<file path="src/rtl/regfile_pkg.sv">
// picomips_pkg: shared constants and types for the picoMIPS datapath.
//   DATALENGTH / ADDRWIDTH : default word and register-address widths
//   R_ZERO / R_SWITCH / R_LED : special register indices
//   data_t : signed data word shared between register file and ALU
package picomips_pkg;

  localparam int DATALENGTH = 8;
  localparam int ADDRWIDTH  = 3;

  localparam int R_ZERO   = 0;
  localparam int R_SWITCH = 1;
  localparam int R_LED    = (2 ** ADDRWIDTH) - 1;

  typedef logic signed [DATALENGTH-1:0] data_t;

endpackage

</file>
<file path="src/rtl/regfile_if.sv">
// regfile_if: register-file access bus between control/ALU and the register file.
//   we, waddr, wdata : write port
//   raddr1, raddr2   : read port indices (rs, rt)
//   rdata1, rdata2   : signed read data feeding ALU operands a and b
// Modports: master (datapath side), slave (register file side).
interface regfile_if
  import picomips_pkg::*;
#(
  parameter int datalength = DATALENGTH,
  parameter int addrwidth  = ADDRWIDTH
);

  logic                         we;
  logic [addrwidth-1:0]         waddr;
  logic [datalength-1:0]        wdata;
  logic [addrwidth-1:0]         raddr1;
  logic [addrwidth-1:0]         raddr2;
  logic signed [datalength-1:0] rdata1;
  logic signed [datalength-1:0] rdata2;

  modport master (
    output we, waddr, wdata, raddr1, raddr2,
    input  rdata1, rdata2
  );

  modport slave (
    input  we, waddr, wdata, raddr1, raddr2,
    output rdata1, rdata2
  );

endinterface

</file>
<file path="src/rtl/regfile_sync2.sv">
// sync2: two-flop synchroniser for asynchronous inputs.
//   clk    : sampling clock
//   nReset : synchronous active-low reset, clears both stages
//   d      : asynchronous input word
//   q      : synchronised output, valid one edge after the first sampling edge
module sync2 #(
  parameter int width = 1
) (
  input  logic             clk,
  input  logic             nReset,
  input  logic [width-1:0] d,
  output logic [width-1:0] q
);

  logic [width-1:0] meta_r;
  logic [width-1:0] sync_r;

  // Two-stage capture; the first stage may go metastable, the second settles it.
  always_ff @(posedge clk) begin
    if (!nReset) begin
      meta_r <= {width{1'b0}};
      sync_r <= {width{1'b0}};
    end else begin
      meta_r <= d;
      sync_r <= meta_r;
    end
  end

  assign q = sync_r;

endmodule

</file>
<file path="src/rtl/regfile.sv">
// regfile: picoMIPS register file with memory-mapped I/O.
//   clk, nReset           : clock, synchronous active-low reset
//   bus (regfile_if.slave): write port and two combinational read ports
//   sw_in                 : asynchronous switch word, read through R1
//   sw_ready, in_ack      : asynchronous button and its consume pulse
//   in_ready              : sticky "new input available" flag
//   leds                  : contents of the top register (R_LED)
// R0 reads zero, R1 reads the synchronised switches, writes to both are
// dropped. Optional macro REGFILE_BYPASS_EN forwards write data to a read
// port addressing the register being written in the same cycle; without it
// reads return the pre-write value.
module regfile
  import picomips_pkg::*;
#(
  parameter int datalength = DATALENGTH,
  parameter int addrwidth  = ADDRWIDTH
) (
  input  logic                  clk,
  input  logic                  nReset,
  regfile_if.slave              bus,
  input  logic [datalength-1:0] sw_in,
  input  logic                  sw_ready,
  input  logic                  in_ack,
  output logic                  in_ready,
  output logic [datalength-1:0] leds
);

  localparam int nregs = 2 ** addrwidth;
  localparam logic [addrwidth-1:0] r_zero   = addrwidth'(R_ZERO);
  localparam logic [addrwidth-1:0] r_switch = addrwidth'(R_SWITCH);
  localparam logic [addrwidth-1:0] r_led    = addrwidth'(nregs - 1);

  logic [datalength-1:0] regs_r [nregs];
  logic [datalength-1:0] sw_sync_s;
  logic [datalength-1:0] rd1_s;
  logic [datalength-1:0] rd2_s;
  logic                  rdy_sync_s;
  logic                  hist_r;
  logic                  in_ready_r;
  logic                  rise_s;
  logic                  wr_ok_s;

  // Value seen at a read index before any same-cycle forwarding.
  function automatic logic [datalength-1:0] port_value(
    input logic [addrwidth-1:0]  addr,
    input logic [datalength-1:0] stored,
    input logic [datalength-1:0] sw
  );
    logic [datalength-1:0] v;
    case (addr)
      r_zero:   v = {datalength{1'b0}};
      r_switch: v = sw;
      default:  v = stored;
    endcase
    return v;
  endfunction

  sync2 #(.width(datalength)) u_sw_sync (
    .clk    (clk),
    .nReset (nReset),
    .d      (sw_in),
    .q      (sw_sync_s)
  );

  sync2 #(.width(1)) u_rdy_sync (
    .clk    (clk),
    .nReset (nReset),
    .d      (sw_ready),
    .q      (rdy_sync_s)
  );

  // R0 and R1 are not writable; everything else, including R_LED, is stored.
  assign wr_ok_s = bus.we && (bus.waddr != r_zero) && (bus.waddr != r_switch);
  assign rise_s  = rdy_sync_s && !hist_r;

`ifdef REGFILE_BYPASS_EN
  assign rd1_s = (wr_ok_s && (bus.raddr1 == bus.waddr)) ? bus.wdata
               : port_value(bus.raddr1, regs_r[bus.raddr1], sw_sync_s);
  assign rd2_s = (wr_ok_s && (bus.raddr2 == bus.waddr)) ? bus.wdata
               : port_value(bus.raddr2, regs_r[bus.raddr2], sw_sync_s);
`else
  assign rd1_s = port_value(bus.raddr1, regs_r[bus.raddr1], sw_sync_s);
  assign rd2_s = port_value(bus.raddr2, regs_r[bus.raddr2], sw_sync_s);
`endif

  assign bus.rdata1 = rd1_s;
  assign bus.rdata2 = rd2_s;

  // Register storage write port.
  always_ff @(posedge clk) begin
    if (!nReset) begin
      for (int i = 0; i < nregs; i++) begin
        regs_r[i] <= {datalength{1'b0}};
      end
    end else if (wr_ok_s) begin
      regs_r[bus.waddr] <= bus.wdata;
    end
  end

  // Button edge history and sticky ready flag; a new press beats a same-cycle ack.
  always_ff @(posedge clk) begin
    if (!nReset) begin
      hist_r     <= 1'b0;
      in_ready_r <= 1'b0;
    end else begin
      hist_r <= rdy_sync_s;
      if (rise_s) begin
        in_ready_r <= 1'b1;
      end else if (in_ack) begin
        in_ready_r <= 1'b0;
      end
    end
  end

  assign in_ready = in_ready_r;
  assign leds     = regs_r[r_led];

endmodule

</file>
<file path="src/flat_wrapper.sv">
// flat-port wrapper written by rule: the top's interface ports become plain ports
module regfile_flat import picomips_pkg::*;
#(
  parameter int datalength = DATALENGTH,
  parameter int addrwidth  = ADDRWIDTH
)
  (clk, nReset, sw_in, sw_ready, in_ack, in_ready, leds, bus_we, bus_waddr, bus_wdata, bus_raddr1, bus_raddr2, bus_rdata1, bus_rdata2);
  regfile_if #(.datalength(datalength), .addrwidth(addrwidth)) bus_i ();
  input  logic clk;
  input  logic nReset;
  input  logic [datalength-1:0] sw_in;
  input  logic sw_ready;
  input  logic in_ack;
  output logic in_ready;
  output logic [datalength-1:0] leds;
  input wire logic [$bits(bus_i.we)-1:0] bus_we;
  input wire logic [$bits(bus_i.waddr)-1:0] bus_waddr;
  input wire logic [$bits(bus_i.wdata)-1:0] bus_wdata;
  input wire logic [$bits(bus_i.raddr1)-1:0] bus_raddr1;
  input wire logic [$bits(bus_i.raddr2)-1:0] bus_raddr2;
  output wire logic [$bits(bus_i.rdata1)-1:0] bus_rdata1;
  output wire logic [$bits(bus_i.rdata2)-1:0] bus_rdata2;
  assign bus_i.we = bus_we;
  assign bus_i.waddr = bus_waddr;
  assign bus_i.wdata = bus_wdata;
  assign bus_i.raddr1 = bus_raddr1;
  assign bus_i.raddr2 = bus_raddr2;
  assign bus_rdata1 = bus_i.rdata1;
  assign bus_rdata2 = bus_i.rdata2;
  regfile #(.datalength(datalength), .addrwidth(addrwidth)) u_core (.clk(clk), .nReset(nReset), .bus(bus_i), .sw_in(sw_in), .sw_ready(sw_ready), .in_ack(in_ack), .in_ready(in_ready), .leds(leds));
endmodule
</file>
<file path="config.mk">
export PLATFORM = sky130hd
export DESIGN_NAME = regfile_flat
export DESIGN_NICKNAME = d
export VERILOG_FILES = /design/src/rtl/regfile_pkg.sv /design/src/rtl/regfile_if.sv /design/src/rtl/regfile_sync2.sv /design/src/rtl/regfile.sv /design/src/flat_wrapper.sv
export SDC_FILE = /design/constraint.sdc
export NUM_CORES = 1
export LEC_CHECK = 0
export CAP_MARGIN = 10
export CORE_AREA = 2 2 91 93
export CTS_BUF_LIST = sky130_fd_sc_hd__clkbuf_8
export DETAILED_ROUTE_END_ITERATION = 8
export DIE_AREA = 0 0 93 95
export PLACE_DENSITY = 0.68
export REMOVE_ABC_BUFFERS = 1
export SLEW_MARGIN = 40
export SYNTH_ARGS = -nofsm -noshare
export SYNTH_HDL_FRONTEND = slang
export SYNTH_SLANG_ARGS = --single-unit
</file>
<file path="constraint.sdc">
create_clock -name clk -period 1.9 [get_ports clk]
set_input_delay 0.19 -clock clk [delete_from_list [all_inputs] [get_ports clk]]
set_output_delay 0.19 -clock clk [all_outputs]
set_load 0.02 [all_outputs]
</file>
# Yosys cells after proc, flatten, opt, wreduce, memory -nomap -nowiden
# Memory sizes are Yosys's and may differ from the RTL's.
# Index checks and enable logic that the tools add are counted.
classes:
  addsub: 0
  n_mul: 0
  div_mod_pow: 0
  n_lt_le_gt_ge: 0
  eq_ne: 3
  shift: 0
  muxes: 11
  n_bitwise: 0
  reduce_logical: 9
ops:
  columns: ["operator", "count"]
  rows:
  - ["8-bit case mux with 2 select lines", 2]
  - ["8-bit two-way mux", 1]
  - ["8-bit OR reduction", 1]
  - ["1-bit two-way mux", 7]
  - ["3-bit by 1-bit == test with 1-bit output (second input constant)", 2]
  - ["3-bit logical NOT", 2]
  - ["1-bit logical AND", 3]
  - ["3-bit two-way mux", 1]
  - ["3-bit by 1-bit inequality test with 1-bit output (second input constant)", 1]
  - ["3-bit nonzero test", 1]
  - ["2-bit nonzero test", 1]
  - ["1-bit logical NOT", 1]
totals:
  regBits: 20
  latchBits: 0
  ram_bits: 64
  rom_bits: 0
  in_bits: 30
  output_inout_bits: 25
  word_cells: 30
  memories: 1
mem_list:
  columns: ["memory", "words", "word_bits", "read_ports", "rd_ports_with_merged_regs", "wr", "line_no", "source"]
  rows:
  - ["u_core.regs_r", 8, 8, 3, 0, 8, "regfile.sv:33", "logic [datalength-1:0] regs_r [nregs];"]

# Logic depth before layout (Yosys ltp)
depth:
  word_depth: 8
  depth_mapped: 5
  depth_no_buf: 3

# Cells and area by module
# A second synthesis with hierarchy kept.
hier_totals:
  cells_unflattened: 267
  hier_area_um2: 3355.7
modules_own_cells:
  columns: ["module", "instances", "cells_per_inst", "area_each_um2", "seq_area_each_um2"]
  rows:
  - ["regfile", 1, 230, 2856.5, 1481.4]
  - ["sync2 at u_core.u_sw_sync", 1, 33, 446.7, 320.3]
  - ["sync2 at u_core.u_rdy_sync", 1, 4, 52.6, 40.0]

# Least setup slack after synthesis
# No wires, ideal clock.
synth_timing:
  path_type: "input port to output port"
  start: "in bus_raddr1[0]"
  end: "out bus_rdata1[1]"
  t_arrival_ps: 1322
  path_slack_ps: 388
  stages: 5
  path_buffers: 3
  path_cell_list: "buf_6 buf_12 buf_12 mux2i_1 a221oi_1"
synth_between:
  elab_chain_cells: 2
  word_cells_on_any_way: 4
synth_rtl:
  columns: ["item", "line_no", "source"]
  rows:
  - ["start, declared", "flat_wrapper.sv:19", "input wire logic [$bits(bus_i.raddr1)-1:0] bus_raddr1;"]
  - ["memory 8 x 8 bit, or another cell as far along", null, null]
  - ["8-bit case mux with 2 select lines *", "regfile.sv:50", "case (addr)"]
  - ["end, declared", "flat_wrapper.sv:21", "output wire logic [$bits(bus_i.rdata1)-1:0] bus_rdata1;"]
# Every way passes the cells marked *; elsewhere a longest branch is shown, timed or not.

==> qor.yml <==
num_antenna_cells: 0
rr_endpoint: "u_core.in_ready"
layout.area.seq_sq_um: 1840
clockBufferDepth: 2
globalplace.congestion: 0.830
area_growth_syn_to_layout_pct: 30.4
cts_inserted_buffers: 9
fp.dieW_um: 93
wirelength_mm: 8.28
drc: 0
layout.nets: 380
rsz0062_at_grt: "no"
setup_violations: 0
ff2ff_path_depth: 3
antenna_left: 0
p_per_area_nw_per_um2: 742
numPortBuffers: 54
h-tree-depth: 3
sequentialPowerShare_pct: 51.6
synth.yosys.seq_area_share_pct: 53.5
critPathArrivalTime_ns: 1.65
grtUsageTotal_pct: 20.0
fin_crit_ns: 1.84
share_comb_of_total_power_pct: 18.3
grt_max_degree: 27
worstHoldPathType: "reg2reg"
grt_pass1_vias: 2473
syn_inst: 260
synth_common_cells: "and2_1, edfxtp_1, mux2i_1"
num_rows: 33
highest_layer: "met4"
syn_area_sq_um: 3440
wl_met2_mm: 4.03
synth_most_common_cell: "and2_1"
wire_per_inst_um: 18.0
critPathCaptureType: "primary output"
ys_seq_elements: 68
root_buffer: "clkbuf_8"
p_leak_nw: 1.80
worstReg2RegStart: "u_core.u_rdy_sync.q"
power_report.internal_total_mw: 2.47
required_ns: 1.71
slew_headroom_pct: 55.6
drtIter0Drc: 170
synth_edf_count: 48
dp_hpwl_mm: 6.05
viasPerCell: 5.19
place_inst: 444
num-fill-cells: 690
coreArea_sq_um: 7930
ios: 55
worstHoldEndpoint: "u_core.u_sw_sync.q[5]"
switchingPower_uw: 864
outcome: "finished clean"
rrSetupSlack_ns: 1.21
cts_tree: "yes"
synth_area_leaders: "edfxtp_1, and2_1, dfxtp_1"
ys_warn_count: 0
die-area_sq_um: 8840
yosysUniqueCellTypes: 26
dr.pass1.iters: 4
grt_pass1_wl_mm: 12.9
async_flop_share_pct: 0
wl_met3_um: 497
grt_overflow: 0
m1WireLength_mm: 3.53
finalNonFillerCells: 460
cp-start-kind: "flop"
min_path_cells: 1
skew_ns: 0.00838
avgSynthCellArea_sq_um: 13.2
yosys_most_used_dff: "edfxtp_1"
total_power_mw: 3.33
synth_top_area_share_pct: 41.9
path_max_fanout: 2
finalHoldViolations: 0
clk_pin_slew_ns: 0.07
insertion_delay_ns: 0.33
drv_cap: 0
p_clk_share_pct: 30.1
antenna_found_initial: 0
switching_share_pct: 26.0
clock-sinks: 68
period_share_pct: 96.6
max_freq_ghz: 0.545
drv_slew: 0
drive_above_1_share_pct: 32.1
fp.dieH_um: 95
start_util_pct: 43.4
crit_type: "reg2out"
synth_area_leader_cell: "edfxtp_1"
min_from: "u_core.u_sw_sync.meta_r[5]"
multi_input_area_sq_um: 1530
tightestPinTransition_ns: 0.664
vias: 2388
ir_worst_vdd_v: 0.000294
==> worst max-delay path: stages (launching register included) <==
cell and delay (ns):
edfxtp_1 0.39, buf_4 0.14, mux2_4 0.27, a221oi_4 0.29, a221oi_2 0.06, buf_2 0.17
==> cells by family after synthesis <==
logic type | count (synthesis) | synth area share, %
simple gates | 90 | 16.4
buf+inv | 20 | 4.94
compound gates | 34 | 9.70
flops | 68 | 53.5
mux | 48 | 15.4
==> metal layers <==
| layer | GRT usage, % | vias to the layer above |
|---|---|---|
| met4 | 10.4 | 0 |
| met2 | 32.7 | 79 |
| met5 | 0 | - |
| met1 | 25.3 | 1150 |
| met3 | 3.91 | 12 |
| li1 | - | 1147 |
==> cell type report <==
cell class | count | area share [%]
multi-input combinational | 172 | 34.0
sequential | 68 | 41.0
clock inverter | 6 | 0.669
clock buffer | 10 | 3.06
inverter | 3 | 0.251
timing repair buffer | 96 | 18.1
tap | 105 | 2.93
==> cell usage in the layout (no fill, tap or decap), drive strengths merged, types with 5 or more instances in the layout <==
| cell | instances |
|---|---|
| a221oi | 30 |
| and2 | 69 |
| buf | 55 |
| clkbuf | 12 |
| clkdlybuf4s50 | 35 |
| dfxtp | 20 |
| edfxtp | 48 |
| inv | 7 |
| mux2 | 16 |
| mux2i | 31 |
| nand2b | 5 |
==> per-stage QoR <==
| stage | hold WS (ns) | utilization [%] | TNS, ns | cell area, sq um | worst slack [ns] |
|---|---|---|---|---|---|
| global route | 0.424 | 56.6 | 0 | 4490 | 0.00266 |
| finish | 0.433 | 56.6 | 0 | 4490 | 0.0640 |
| CTS | 0.417 | 56.9 | 0 | 4510 | 0.00800 |
| floorplan | 0.302 | - | 0 | 3280 | 0.345 |
| global placement | 0.417 | 54.2 | -8.04 | 4300 | -0.582 |
| detailed placement | 0.418 | 54.2 | -8.13 | 4300 | -0.563 |
==> timing repair <==
| action | CTS | global route |
|---|---|---|
| setup endpoints to repair | 16 | 7 |
| pin swaps | 2 | 3 |
| setup buffers | 0 | 2 |
| cloned | 1 | 0 |
| hold buffers | 0 | 0 |
| gates resized for setup | 90 | 5 |
==> flip-flops by register name (all words and copies together), names as in the netlist <==
register                  count
u_core.hist_r                 1
u_core.in_ready               1
u_core.u_sw_sync.q            8
u_core.u_rdy_sync.meta_r      1
u_core.u_rdy_sync.q           1
u_core.regs_r                48
u_core.u_sw_sync.meta_r       8
==> how the worst max path moves through the flow <==
stage	cells past startpoint	slack (ns)	start	to
final	5	0.06	u_core.regs_r[4][5]	bus_rdata2[5]
after CTS	4	0.008	u_core.regs_r[7][0]	bus_rdata1[0]
after detailed placement	7	-0.56	bus_raddr1[0]	bus_rdata1[7]
after global routing	6	0.003	bus_raddr2[2]	bus_rdata2[7]
after global placement	6	-0.58	bus_raddr2[0]	bus_rdata2[7]
after floorplan	3	0.34	bus_raddr2[0]	bus_rdata2[1]
==> power groups by stage <==
stage | logic, mW | registers [mW] | clock network (mW)
after global routing | 0.649 | 1.73 | 1.09
after detailed placement | 0.618 | 1.75 | 0
after floorplan | 0.256 | 1.75 | 0
after CTS | 0.615 | 1.72 | 1.02
after global placement | 0.612 | 1.75 | 0
final | 0.609 | 1.72 | 1.00
Power figures use the tool's default switching activity.
